[src/rtl/imem_boot_ctrl.sv]
`default_nettype none
// ============================================================================
// Module      : imem_boot_ctrl
// Description : Boot-time owner of the instruction memory. Receives a
//               length-prefixed, big-endian program over the UART byte
//               stream, writes it word by word into instruction memory, then
//               hands the read port to IF fetch and releases the CPU.
//               A Boot_Req pulse restarts the load from any state.
// Revision    : 1.0 - initial release
// ============================================================================
module imem_boot_ctrl #(
  parameter int          ADDR_W  = 12,
  parameter logic [31:0] PC_BASE = 32'h0000_3000,
  parameter int          TIMEOUT = 100000
) (
  input  logic              Clock,
  input  logic              Reset,
  input  logic              Boot_Req,
  input  logic              Rx_Valid,
  input  logic [7:0]        Rx_Data,
  input  logic [31:0]       Fetch_PC,
  output logic [ADDR_W-1:0] Mem_Addr,
  output logic [31:0]       Mem_WData,
  output logic              Mem_WE,
  output logic              Enable,
  output logic              Cpu_Reset,
  output logic              Load_Done,
  output logic              Load_Err,
  output logic [15:0]       Word_Cnt
);

  localparam int                 c_IDLE_W    = $clog2(TIMEOUT + 1);
  localparam logic [c_IDLE_W-1:0] c_IDLE_LAST = c_IDLE_W'(TIMEOUT - 1);
  // Largest legal program length in words (the full memory).
  localparam logic [16:0]        c_MAX_LEN   = 17'(2 ** ADDR_W);

  typedef enum logic [2:0] {
    S_LEN0 = 3'd0,
    S_LEN1 = 3'd1,
    S_DATA = 3'd2,
    S_RUN  = 3'd3,
    S_ERR  = 3'd4
  } state_t;

  state_t              r_state;
  state_t              w_next_state;
  logic [15:0]         r_len;
  logic [23:0]         r_asm;
  logic [31:0]         r_wdata;
  logic                r_wr_pend;
  logic [ADDR_W-1:0]   r_waddr;
  logic [15:0]         r_word_cnt;
  logic [1:0]          r_byte_idx;
  logic [c_IDLE_W-1:0] r_idle;
  logic                r_was_run;

  logic [15:0]         w_len_full;
  logic                w_idle_expire;
  logic [31:0]         w_pc_off;
  logic                w_unused_pc_bits;

  assign w_len_full       = {r_len[15:8], Rx_Data};
  assign w_idle_expire    = !Rx_Valid && (r_idle == c_IDLE_LAST);
  assign w_pc_off         = Fetch_PC - PC_BASE;
  assign w_unused_pc_bits = ^{w_pc_off[31:ADDR_W+2], w_pc_off[1:0]};

  // State register.
  always_ff @(posedge Clock or posedge Reset) begin
    if (Reset) begin
      r_state <= S_LEN0;
    end else begin
      r_state <= w_next_state;
    end
  end

  // Next-state decode and state-derived outputs.
  always_comb begin
    w_next_state = r_state;
    Enable       = 1'b0;
    Cpu_Reset    = 1'b1;
    Load_Err     = 1'b0;
    Load_Done    = 1'b0;
    Mem_Addr     = r_waddr;
    // A boot request in the write cycle kills the write.
    Mem_WE       = r_wr_pend && !Boot_Req;

    if (Boot_Req) begin
      w_next_state = S_LEN0;
    end else begin
      case (r_state)
        S_LEN0: if (Rx_Valid) w_next_state = S_LEN1;
        S_LEN1: begin
          if (Rx_Valid) begin
            if (w_len_full == 16'd0)                  w_next_state = S_RUN;
            else if ({1'b0, w_len_full} > c_MAX_LEN)  w_next_state = S_ERR;
            else                                      w_next_state = S_DATA;
          end else if (w_idle_expire) begin
            w_next_state = S_ERR;
          end
        end
        S_DATA: begin
          if ((r_word_cnt == r_len) && !r_wr_pend) w_next_state = S_RUN;
          else if (w_idle_expire)                  w_next_state = S_ERR;
        end
        default: w_next_state = r_state;
      endcase
    end

    if (r_state == S_RUN) begin
      Enable    = 1'b1;
      Cpu_Reset = 1'b0;
      Load_Done = !r_was_run;
      Mem_Addr  = w_pc_off[ADDR_W+1:2];
    end
    if (r_state == S_ERR) begin
      Load_Err = 1'b1;
    end
  end

  // Length capture, word assembly, write sequencing and idle timing.
  always_ff @(posedge Clock or posedge Reset) begin
    if (Reset) begin
      r_len      <= '0;
      r_asm      <= '0;
      r_wdata    <= '0;
      r_wr_pend  <= 1'b0;
      r_waddr    <= '0;
      r_word_cnt <= '0;
      r_byte_idx <= '0;
      r_idle     <= '0;
      r_was_run  <= 1'b0;
    end else begin
      r_was_run <= (r_state == S_RUN);
      if (Boot_Req) begin
        r_wr_pend  <= 1'b0;
        r_waddr    <= '0;
        r_word_cnt <= '0;
        r_byte_idx <= '0;
        r_idle     <= '0;
      end else begin
        // The write cycle ends on this edge: advance address and count.
        if (r_wr_pend) begin
          r_wr_pend  <= 1'b0;
          r_waddr    <= r_waddr + 1'b1;
          r_word_cnt <= r_word_cnt + 16'd1;
        end
        case (r_state)
          S_LEN0: begin
            r_idle <= '0;
            if (Rx_Valid) r_len[15:8] <= Rx_Data;
          end
          S_LEN1: begin
            if (Rx_Valid) begin
              r_len[7:0] <= Rx_Data;
              r_idle     <= '0;
              r_byte_idx <= '0;
            end else begin
              r_idle <= r_idle + 1'b1;
            end
          end
          S_DATA: begin
            if (Rx_Valid) begin
              r_idle     <= '0;
              r_byte_idx <= r_byte_idx + 2'd1;
              if (r_byte_idx == 2'd3) begin
                r_wdata   <= {r_asm, Rx_Data};
                r_wr_pend <= 1'b1;
              end else begin
                r_asm <= {r_asm[15:0], Rx_Data};
              end
            end else begin
              r_idle <= r_idle + 1'b1;
            end
          end
          default: r_idle <= '0;
        endcase
      end
    end
  end

  assign Mem_WData = r_wdata;
  assign Word_Cnt  = r_word_cnt;

endmodule
`default_nettype wire
[config.mk]
export PLATFORM = sky130hd
export DESIGN_NAME = imem_boot_ctrl
export DESIGN_NICKNAME = d
export VERILOG_FILES = /design/src/rtl/imem_boot_ctrl.sv
export SDC_FILE = /design/constraint.sdc
export NUM_CORES = 1
export LEC_CHECK = 0
export ABC_AREA = 0
export BUFFER_PORTS_ARGS = -buffer_cell sky130_fd_sc_hd__buf_2
export CORE_AREA = 2 2 109 111
export CTS_BUF_LIST = sky130_fd_sc_hd__clkbuf_16
export DETAILED_ROUTE_END_ITERATION = 6
export DIE_AREA = 0 0 111 113
export HOLD_SLACK_MARGIN = 0.05
export PLACE_DENSITY = 0.73
export SLEW_MARGIN = 25
export SYNTH_ARGS = -nofsm -noshare
export SYNTH_HDL_FRONTEND = slang
export SYNTH_SLANG_ARGS = --single-unit
[constraint.sdc]
create_clock -name Clock -period 4.8 [get_ports Clock]
set_clock_uncertainty 0.15 [all_clocks]
set_input_delay 0.24 -clock Clock [delete_from_list [all_inputs] [get_ports Clock]]
set_output_delay 0.24 -clock Clock [all_outputs]
set_load 0.005 [all_outputs]
==> run summary <==
Status: complete, no violations
Critical path class: reg2out
# hold bufs at CTS: 9
Mapped Cells: 487
DRC: 0
Worst hold margin: 192 ps
Gpl congestion: 0.800
DRT Pass-1 Iters: 4
Flop2flop setup slack: 2570 ps
Lkg Pwr: 3.44 nW
Slew @ Worst Pin: 750 ps
Worst-Skew Late Latency: 410 ps
Peak per-stage delay on the critical path: 610 ps
Critical path launch point type: flop
CTS H-tree depth: 4
GRT Residual Overflow: 0
Synth-to-layout area growth: 22.2%
Reg clk slew, reported paths: 50 ps
Power Density: 374 nW/µm²
Max-cap violations: 0
Most common cell after layout, fill and taps aside: dfrtp_1
Layout cells sized above 1: 0.334
Sequential share of the synthesized area: 0.554
Worst Path Arrival: 2300 ps
Crit path required time: 4410 ps
Simple-gate share of the synthesized area: 0.154
Largest net degree at the start of global routing: 86
Post-synthesis mux area share: 0.150
#FFs+latches synth: 124
Initial antenna violation count: 1
Post-Syn Nets: 535
Fmax: 372 MHz
Port Buffers: 88
Final Cycle Share: 0.561
Post-Synth Adder-Cell Area: 0.00893
Vias/cell: 5.38
Syn Area/Cell: 11.5 µm²
Post-CTS setup buffers: 0
Power, Total: 2.56 mW
Clock Tree Root: clkbuf_16
Final setup fails: 0
Ports: 109
Design area: 6850 µm²
Overall routed net length: 11.6 mm
Yosys warns: 0
CTS tree: yes
EDFF count, synth: 0
Largest family of logic cells by synthesized area: simple AND/OR/NAND/NOR gates
Post-DP Area: 6180 µm²
CTS max path bufs: 2
DP HPWL: 7.61 mm
Top FF cell, synth: dfrtp_1
GRT Total Usage: 0.196
Die X: 111 µm
Critical Path End Type: output port
Synth unique cells: 39
Starting density of the core: 0.497
Fin. Hold Viols: 0
Fraction of registers with async set/reset: 1.00
Core region area: 11300 µm²
Hold Crit Class: in2reg
Top-area cell type share of the netlist area: 0.554
Area leader, netlist: dfrtp_1
Crit path max-delay cell type: dfrtp_1
Drt initial violations: 257
Most used cell, CP: nand2_1
Relative slew slack: 0.500
Slew Viols, Final: 0
Synth area leaders: dfrtp_1, mux2_2, xor2_1, nand2_1, nor2_1
Unrepaired setup endpoints after global routing: false
Vias in the first global route: 4147
CTS Buf Count: 17
Post-CTS Resized: 0
Crit-path max FO: 17
Mapped cell area: 5600 µm²
Post-synthesis xor/xnor area fraction: 0.0797
Setup tns final: 0 ps
Maximum vdd drop: 276 µV
Util after Layout: 0.608
Detailed-route via count: 4016
Die Span Y: 113 µm
CP Cell Sequence: nor2b_1 -> nand2_1 -> inv_1 -> nand2_1 -> nand2_1 -> buf_2
Global-route wire length before repair: 19.8 mm
Layout Nets: 637
Compound-Gate Fraction of Synth Area: 0.0326
Row count: 39
Routed Antenna Nets: 0
Final min period: 2690 ps
Clock sink total: 124
Most frequent cells in the layout: dfrtp_1, buf_2, mux2_2
DR WL/cell: 15.5 µm
Die ar.: 12500 µm²
flip-flops by register name, indices dropped and copies added (netlist names):
name	cells
r_was_run	1
r_state	3
r_waddr	12
r_asm	24
Mem_WData	32
Word_Cnt	16
r_byte_idx	2
r_len	16
r_idle	17
r_wr_pend	1
where the power goes:
group | switching, mW | internal [mW]
sequential | 0.0540 | 1.10
clock | 0.473 | 0.761
combinational | 0.0830 | 0.0876
final cells by class:
cell class	count	area [µm²]
Multi-Input combinational cell	337	2390
Timing Repair Buffer	100	553
Fill cell	887	4420
Clock inverter	15	151
Antenna cell	1	2.50
Sequential cell	124	3100
Tap cell	143	179
Clock buffer	17	425
Inverter	9	38.8
kinds of logic after synthesis:
logic type      Yosys count
fa+ha+maj                 4
compound gates           30
mux                      75
buf+inv                  26
xor+xnor                 51
simple gates            177
flops                   124
synth_stat cells, drive strengths merged (9+ instances only):
cell and instances:
nand2 56, nand4 12, nor2 49, mux2 73
a21oi 12, xnor2 15, buf 9, inv 9
nand3 13, xor2 36, o21ai 10, dfrtp 124
worst max-delay path: cells and delay by family, from the launching register on:
| family | cells | cell delay (ps) |
|---|---|---|
| DFF | 1 | 610 |
| buffers and inverters | 2 | 500 |
| and+or+nand+nor | 4 | 770 |
path summary, 6_finish.rpt:
path / startpoint / end / cells past startpoint
max: r_state[0] / Mem_Addr[9] / 6
min: Rx_Valid / r_state[0] / 3
min in group asynchronous: Reset / Mem_WData[6] / 3
max reg2reg: r_wr_pend / Word_Cnt[14] / 4
max in group asynchronous: Reset / r_asm[1] / 4
min reg2reg: r_idle[0] / r_idle[0] / 1
routing by layer:
layer	up-vias	GRT usage	wire length, µm
li1	1890	-	-
met1	1992	0.246	5090
met2	114	0.321	5710
met3	20	0.0648	616
met4	0	0.0692	175
met5	-	0	0
through the flow:
step           setup slack [ps]  instances
5_1_grt                    1820        746
3_5_place_dp               2520        704
4_1_cts                    2060        745
6_report                   2110        746
3_3_place_gp               2590        704
2_1_floorplan              1110        487
(Power assumes the default switching activity.)
